`config.mk`:
```
export PLATFORM = sky130hd
export DESIGN_NAME = vga_timing_gen_flat
export DESIGN_NICKNAME = d
export VERILOG_FILES = /design/src/rtl/vga_timing_if.sv /design/src/rtl/vga_timing_gen.sv /design/src/flat_wrapper.sv
export SDC_FILE = /design/constraint.sdc
export NUM_CORES = 1
export LEC_CHECK = 0
export ABC_AREA = 1
export ABC_CLOCK_PERIOD_IN_PS = 4400
export CAP_MARGIN = 5
export CORE_MARGIN = 5
export CORE_UTILIZATION = 30
export CTS_BUF_LIST = sky130_fd_sc_hd__clkbuf_2
export DETAILED_ROUTE_END_ITERATION = 10
export DONT_BUFFER_PORTS = 1
export SYNTH_ARGS = -nofsm -noshare
export SYNTH_HDL_FRONTEND = slang
export SYNTH_SLANG_ARGS = --single-unit
```
`constraint.sdc`:
```
create_clock -name vga_clk -period 4.4 [get_ports vga_clk]
set_input_delay 0.88 -clock vga_clk [delete_from_list [all_inputs] [get_ports vga_clk]]
set_output_delay 0.88 -clock vga_clk [all_outputs]
set_load 0.05 [all_outputs]
```
`src/rtl/vga_timing_if.sv`:
```
// Raster timing bundle carried from the timing generator to every renderer.
// The generator drives it through master; renderers consume it through slave.
interface vga_timing_if;
    logic [9:0]  DrawX;
    logic [9:0]  DrawY;
    logic        hs;
    logic        vs;
    logic        blank;
    logic        line_start;
    logic        frame_start;
    logic [15:0] frame_count;

    modport master (
        output DrawX,
        output DrawY,
        output hs,
        output vs,
        output blank,
        output line_start,
        output frame_start,
        output frame_count
    );

    modport slave (
        input DrawX,
        input DrawY,
        input hs,
        input vs,
        input blank,
        input line_start,
        input frame_start,
        input frame_count
    );
endinterface

```
`src/rtl/vga_timing_gen.sv`:
```
// Pixel-clock raster timing generator: horizontal/vertical counters, sync pulses,
// display enable and per-line/per-frame strobes, all decoded in the counter's cycle.
module vga_timing_gen #(
    parameter int H_VISIBLE = 640,
    parameter int H_FRONT   = 16,
    parameter int H_SYNC    = 96,
    parameter int H_BACK    = 48,
    parameter int V_VISIBLE = 480,
    parameter int V_FRONT   = 10,
    parameter int V_SYNC    = 2,
    parameter int V_BACK    = 33,
    parameter bit SYNC_POL  = 1'b0
) (
    input  logic         vga_clk,
    input  logic         reset,
    vga_timing_if.master vga
);
    localparam int H_TOTAL = H_VISIBLE + H_FRONT + H_SYNC + H_BACK;
    localparam int V_TOTAL = V_VISIBLE + V_FRONT + V_SYNC + V_BACK;

    localparam logic [9:0] H_LAST = 10'(H_TOTAL - 1);
    localparam logic [9:0] V_LAST = 10'(V_TOTAL - 1);

    // Compared at 11 bits so a sync window ending exactly at 1024 stays correct.
    localparam logic [10:0] H_VIS_END    = 11'(H_VISIBLE);
    localparam logic [10:0] H_SYNC_START = 11'(H_VISIBLE + H_FRONT);
    localparam logic [10:0] H_SYNC_END   = 11'(H_VISIBLE + H_FRONT + H_SYNC);
    localparam logic [10:0] V_VIS_END    = 11'(V_VISIBLE);
    localparam logic [10:0] V_SYNC_START = 11'(V_VISIBLE + V_FRONT);
    localparam logic [10:0] V_SYNC_END   = 11'(V_VISIBLE + V_FRONT + V_SYNC);

    if ((H_TOTAL > 1024) || (V_TOTAL > 1024) || (H_TOTAL < 1) || (V_TOTAL < 1)) begin : g_bad_params
        $error("vga_timing_gen: H_TOTAL and V_TOTAL must lie in 1..1024");
    end

    logic [9:0]  hc_q;
    logic [9:0]  hc_d;
    logic [9:0]  vc_q;
    logic [9:0]  vc_d;
    logic [15:0] frame_count_q;
    logic [15:0] frame_count_d;

    logic        h_sync_s;
    logic        v_sync_s;
    logic        visible_s;

    // Raster advance: hc every clock, vc and frame_count on the wraps.
    always_comb begin
        hc_d          = hc_q;
        vc_d          = vc_q;
        frame_count_d = frame_count_q;
        if (hc_q == H_LAST) begin
            hc_d = 10'd0;
            if (vc_q == V_LAST) begin
                vc_d          = 10'd0;
                frame_count_d = frame_count_q + 16'd1;
            end else begin
                vc_d = vc_q + 10'd1;
            end
        end else begin
            hc_d = hc_q + 10'd1;
        end
    end

    // Counter state; reset abandons the current frame without counting it.
    always_ff @(posedge vga_clk) begin
        if (reset) begin
            hc_q          <= 10'd0;
            vc_q          <= 10'd0;
            frame_count_q <= 16'd0;
        end else begin
            hc_q          <= hc_d;
            vc_q          <= vc_d;
            frame_count_q <= frame_count_d;
        end
    end

    // Same-cycle decode of the raster position into sync/enable/strobes.
    always_comb begin
        h_sync_s  = ({1'b0, hc_q} >= H_SYNC_START) && ({1'b0, hc_q} < H_SYNC_END);
        v_sync_s  = ({1'b0, vc_q} >= V_SYNC_START) && ({1'b0, vc_q} < V_SYNC_END);
        visible_s = ({1'b0, hc_q} < H_VIS_END) && ({1'b0, vc_q} < V_VIS_END);

        vga.frame_count = frame_count_q;
        if (reset) begin
            vga.DrawX       = 10'd0;
            vga.DrawY       = 10'd0;
            vga.hs          = ~SYNC_POL;
            vga.vs          = ~SYNC_POL;
            vga.blank       = 1'b0;
            vga.line_start  = 1'b0;
            vga.frame_start = 1'b0;
        end else begin
            vga.DrawX       = hc_q;
            vga.DrawY       = vc_q;
            vga.hs          = h_sync_s ? SYNC_POL : ~SYNC_POL;
            vga.vs          = v_sync_s ? SYNC_POL : ~SYNC_POL;
            vga.blank       = visible_s;
            vga.line_start  = (hc_q == 10'd0);
            vga.frame_start = (hc_q == 10'd0) && (vc_q == 10'd0);
        end
    end
endmodule

```
`src/flat_wrapper.sv`:
```
// flat-port wrapper written by rule: the top's interface ports become plain ports
module vga_timing_gen_flat 
#(
    parameter int H_VISIBLE = 640,
    parameter int H_FRONT   = 16,
    parameter int H_SYNC    = 96,
    parameter int H_BACK    = 48,
    parameter int V_VISIBLE = 480,
    parameter int V_FRONT   = 10,
    parameter int V_SYNC    = 2,
    parameter int V_BACK    = 33,
    parameter bit SYNC_POL  = 1'b0
)
  (vga_clk, reset, vga_DrawX, vga_DrawY, vga_hs, vga_vs, vga_blank, vga_line_start, vga_frame_start, vga_frame_count);
  vga_timing_if vga_i ();
  input  logic vga_clk;
  input  logic reset;
  output wire logic [$bits(vga_i.DrawX)-1:0] vga_DrawX;
  output wire logic [$bits(vga_i.DrawY)-1:0] vga_DrawY;
  output wire logic [$bits(vga_i.hs)-1:0] vga_hs;
  output wire logic [$bits(vga_i.vs)-1:0] vga_vs;
  output wire logic [$bits(vga_i.blank)-1:0] vga_blank;
  output wire logic [$bits(vga_i.line_start)-1:0] vga_line_start;
  output wire logic [$bits(vga_i.frame_start)-1:0] vga_frame_start;
  output wire logic [$bits(vga_i.frame_count)-1:0] vga_frame_count;
  assign vga_DrawX = vga_i.DrawX;
  assign vga_DrawY = vga_i.DrawY;
  assign vga_hs = vga_i.hs;
  assign vga_vs = vga_i.vs;
  assign vga_blank = vga_i.blank;
  assign vga_line_start = vga_i.line_start;
  assign vga_frame_start = vga_i.frame_start;
  assign vga_frame_count = vga_i.frame_count;
  vga_timing_gen #(.H_VISIBLE(H_VISIBLE), .H_FRONT(H_FRONT), .H_SYNC(H_SYNC), .H_BACK(H_BACK), .V_VISIBLE(V_VISIBLE), .V_FRONT(V_FRONT), .V_SYNC(V_SYNC), .V_BACK(V_BACK), .SYNC_POL(SYNC_POL)) u_core (.vga_clk(vga_clk), .reset(reset), .vga(vga_i));
endmodule
```
==> impl_metrics.json <==
{
  "nFillCells": 851,
  "place_area_mm2": 0.002352,
  "cts_tree": "done",
  "num_vias": 2126,
  "power_density_mw_per_mm2": 212.8,
  "drtIter0Drc": 90,
  "clock-sinks": 36,
  "endpoint_kind": "output port",
  "drv_cap": 0,
  "power_leakage_nw": 1.036,
  "min_period_ns": 2.872,
  "synth_ff_type": "dfxtp_1",
  "synth-seq-cells": 36,
  "clk_latency_ns": 0.37,
  "antenna_left": 0,
  "track_usage_pct": 12.95,
  "post-cts-setup-buffers": 0,
  "sw_frac_of_total_pct": 26.99,
  "syn-cell-area_mm2": 0.002226,
  "worstSetupStartpointType": "input port",
  "die_w_um": 96.14,
  "p_comb_share_pct": 6.9,
  "drc": 0,
  "grt_pass1_wl_um": 9411,
  "synth_top_area_share_pct": 32.38,
  "synthTopCellsByCount": "nor2_1, nand2_1, inv_1, dfxtp_1, nand3_1",
  "io_buffer_count": 0,
  "die_area_mm2": 0.009242,
  "synth.most_common_cell": "nor2_1",
  "hp-class": "flip-flop to flip-flop",
  "ir_drop_uv": 88.45,
  "clock-skew-final_ns": 0.01747,
  "syn_area_per_cell_um2": 6.342,
  "async_flop_share_pct": 0,
  "crit_required_ns": 3.52,
  "p_int_mw": 0.3705,
  "antenna_found_initial": 0,
  "wire_per_inst_um": 12.39,
  "rrSetupSlack_ns": 2.42,
  "design_area_mm2": 0.002385,
  "hold_ws_ns": 0.4856,
  "start_util_pct": 30.69,
  "power_frac_seq_pct": 65.2,
  "netSwitchingPower_mw": 0.1370,
  "synth.distinct_cells": 29,
  "finalHoldViolCount": 0,
  "critPathKind": "input port to output port",
  "critical_path.max_fanout": 32,
  "cp.buffers_inverters": 2,
  "drive_gt1_share_pct": 8.708,
  "yosysTopAreaCell": "dfxtp_1",
  "clockBufferDepth": 2,
  "area_delta_synth_final_pct": 7.139,
  "synth-edff-count": 0,
  "arrival_ns": 1.99,
  "post-route-period-util_pct": 65.28,
  "worst_slew_pin_slew_ns": 0.9242,
  "cp_cell_sequence": "inv_1 -> buf_4 -> nand4_1 -> nor2_1",
  "hold_buffers": 0,
  "grt_pass1_vias": 1974,
  "finalSetupTns_ns": 0,
  "cts_buffers": 5,
  "clock.fmax_ghz": 0.3482,
  "drt_first_pass_iters": 4,
  "cpMaxStageDelayCell": "nor2_1",
  "ioPinCount": 43,
  "netlist_instances": 351,
  "rsz0062_at_grt": "no",
  "core-area_mm2": 0.007253,
  "maxSlewViolCount": 0,
  "finalSetupViolations": 0,
  "nNetsFinal": 363,
  "ys_seq_area_share_pct": 32.38,
  "yosysWarnings": 0,
  "grt_overflow_total": 0,
  "grt_max_degree": 33,
  "h-tree-depth": 2,
  "syn_nets": 358,
  "die_height_um": 96.14,
  "diodes": 0,
  "dp_hpwl_um": 4310,
  "status": "completed",
  "slew_headroom_pct": 38.16,
  "clkPwrFrac_pct": 27.8,
  "synth_area_leaders": "dfxtp_1, nor2_1, nand2_1",
  "cts_root_buffer": "clkbuf_2",
  "cts_resized": 0,
  "route.detailed.vias_per_inst": 4.673,
  "drt-total-wl_um": 5638,
  "gp_congestion": 0.8188,
  "crit_path_max_incr_delay_ns": 0.72,
  "clk_pin_slew_ns": 0.17,
  "path_delay_family": "simple AND/OR/NAND/NOR gates",
  "placementRows": 31
}
through the flow:
stage / setup slack, ns / power [mW] / std cells / utilization (%)
2_1_floorplan: 0.8674 / 0.3692 / 351 / -
3_3_place_gp: 1.547 / 0.3729 / 448 / 32.43
3_5_place_dp: 1.526 / 0.3736 / 448 / 32.43
4_1_cts: 1.528 / 0.5161 / 455 / 32.88
5_1_grt: 1.410 / 0.5317 / 455 / 32.88
6_report: 1.528 / 0.5075 / 455 / 32.88
per-layer routing:
layer	vias to the layer above	GRT usage, %	share of wire [%]	wire (µm)
li1	1118	-	-	-
met1	957	17.27	48	2716
met2	46	20.87	45	2565
met3	5	2.893	5.5	308
met4	0	3.555	0.85	48
met5	-	0	0	0
layout by cell type (no fill, tap or decap), drive strengths merged:
cell	count
nor2	84
clkbuf	5
o21a	1
nand3b	1
nor3	5
dfxtp	36
ha	5
clkinv	3
xnor2	3
nand2	77
nor4	1
nand4	11
buf	4
nand3	30
a21oi	20
xor2	4
nor3b	1
inv	50
o21ai	15
flip-flops by register name (all words and copies together) (netlist names):
register,count
u_core.hc_q,10
u_core.vc_q,10
u_core.vga.frame_count,16
logic make-up after synthesis:
logic type	Yosys count	share of synthesized area, %
adders and majority gates	5	2.811
xor gates and xnor gates	7	2.754
buffers and inverters	57	10.40
DFF	36	32.38
and+or+nand+nor	210	43.45
AOI/OAI and AO/OA	36	8.207
area by class of cell:
| class | count | area (µm²) | area share (%) |
|---|---|---|---|
| repair buffers | 4 | 30.03 | 1.259 |
| flip-flops and latches | 36 | 720.7 | 30.22 |
| inverters | 51 | 192.7 | 8.080 |
| clock inverters | 2 | 7.507 | 0.3148 |
| clock buffers | 5 | 25.02 | 1.049 |
| well taps | 99 | 123.9 | 5.194 |
| multi-input cells | 258 | 1285 | 53.88 |
worst register-to-register path: stages, from the launching register on:
cell and delay [ns]:
dfxtp_1 0.77, ha_1 0.31, nand2_1 0.10, nor2_1 0.26
nand2_1 0.13, nor2_1 0.14, nand3_1 0.09, nand2_1 0.08
nor2_1 0.03
path summary, 6_finish.rpt:
kind / depth (start not counted) / from / endpoint
setup / recovery: 4 / reset / vga_line_start
hold / removal: 1 / u_core.hc_q[0]$_SDFF_PP0_ / u_core.hc_q[0]$_SDFF_PP0_
setup reg to reg: 8 / u_core.vga.frame_count[1]$_SDFFE_PP0P_ / u_core.vga.frame_count[14]$_SDFFE_PP0P_
hold reg to reg: 1 / u_core.hc_q[0]$_SDFF_PP0_ / u_core.hc_q[0]$_SDFF_PP0_
power by group through the flow:
stage | sequential (mW) | combinational [mW] | clock [mW]
floorplan | 0.337 | 0.0318 | 0
global placement | 0.338 | 0.0349 | 0
detailed placement | 0.338 | 0.0356 | 0
CTS | 0.331 | 0.0357 | 0.149
global route | 0.332 | 0.0382 | 0.162
finish | 0.331 | 0.0352 | 0.141
No activity file was read; power rests on OpenSTA's default activity.
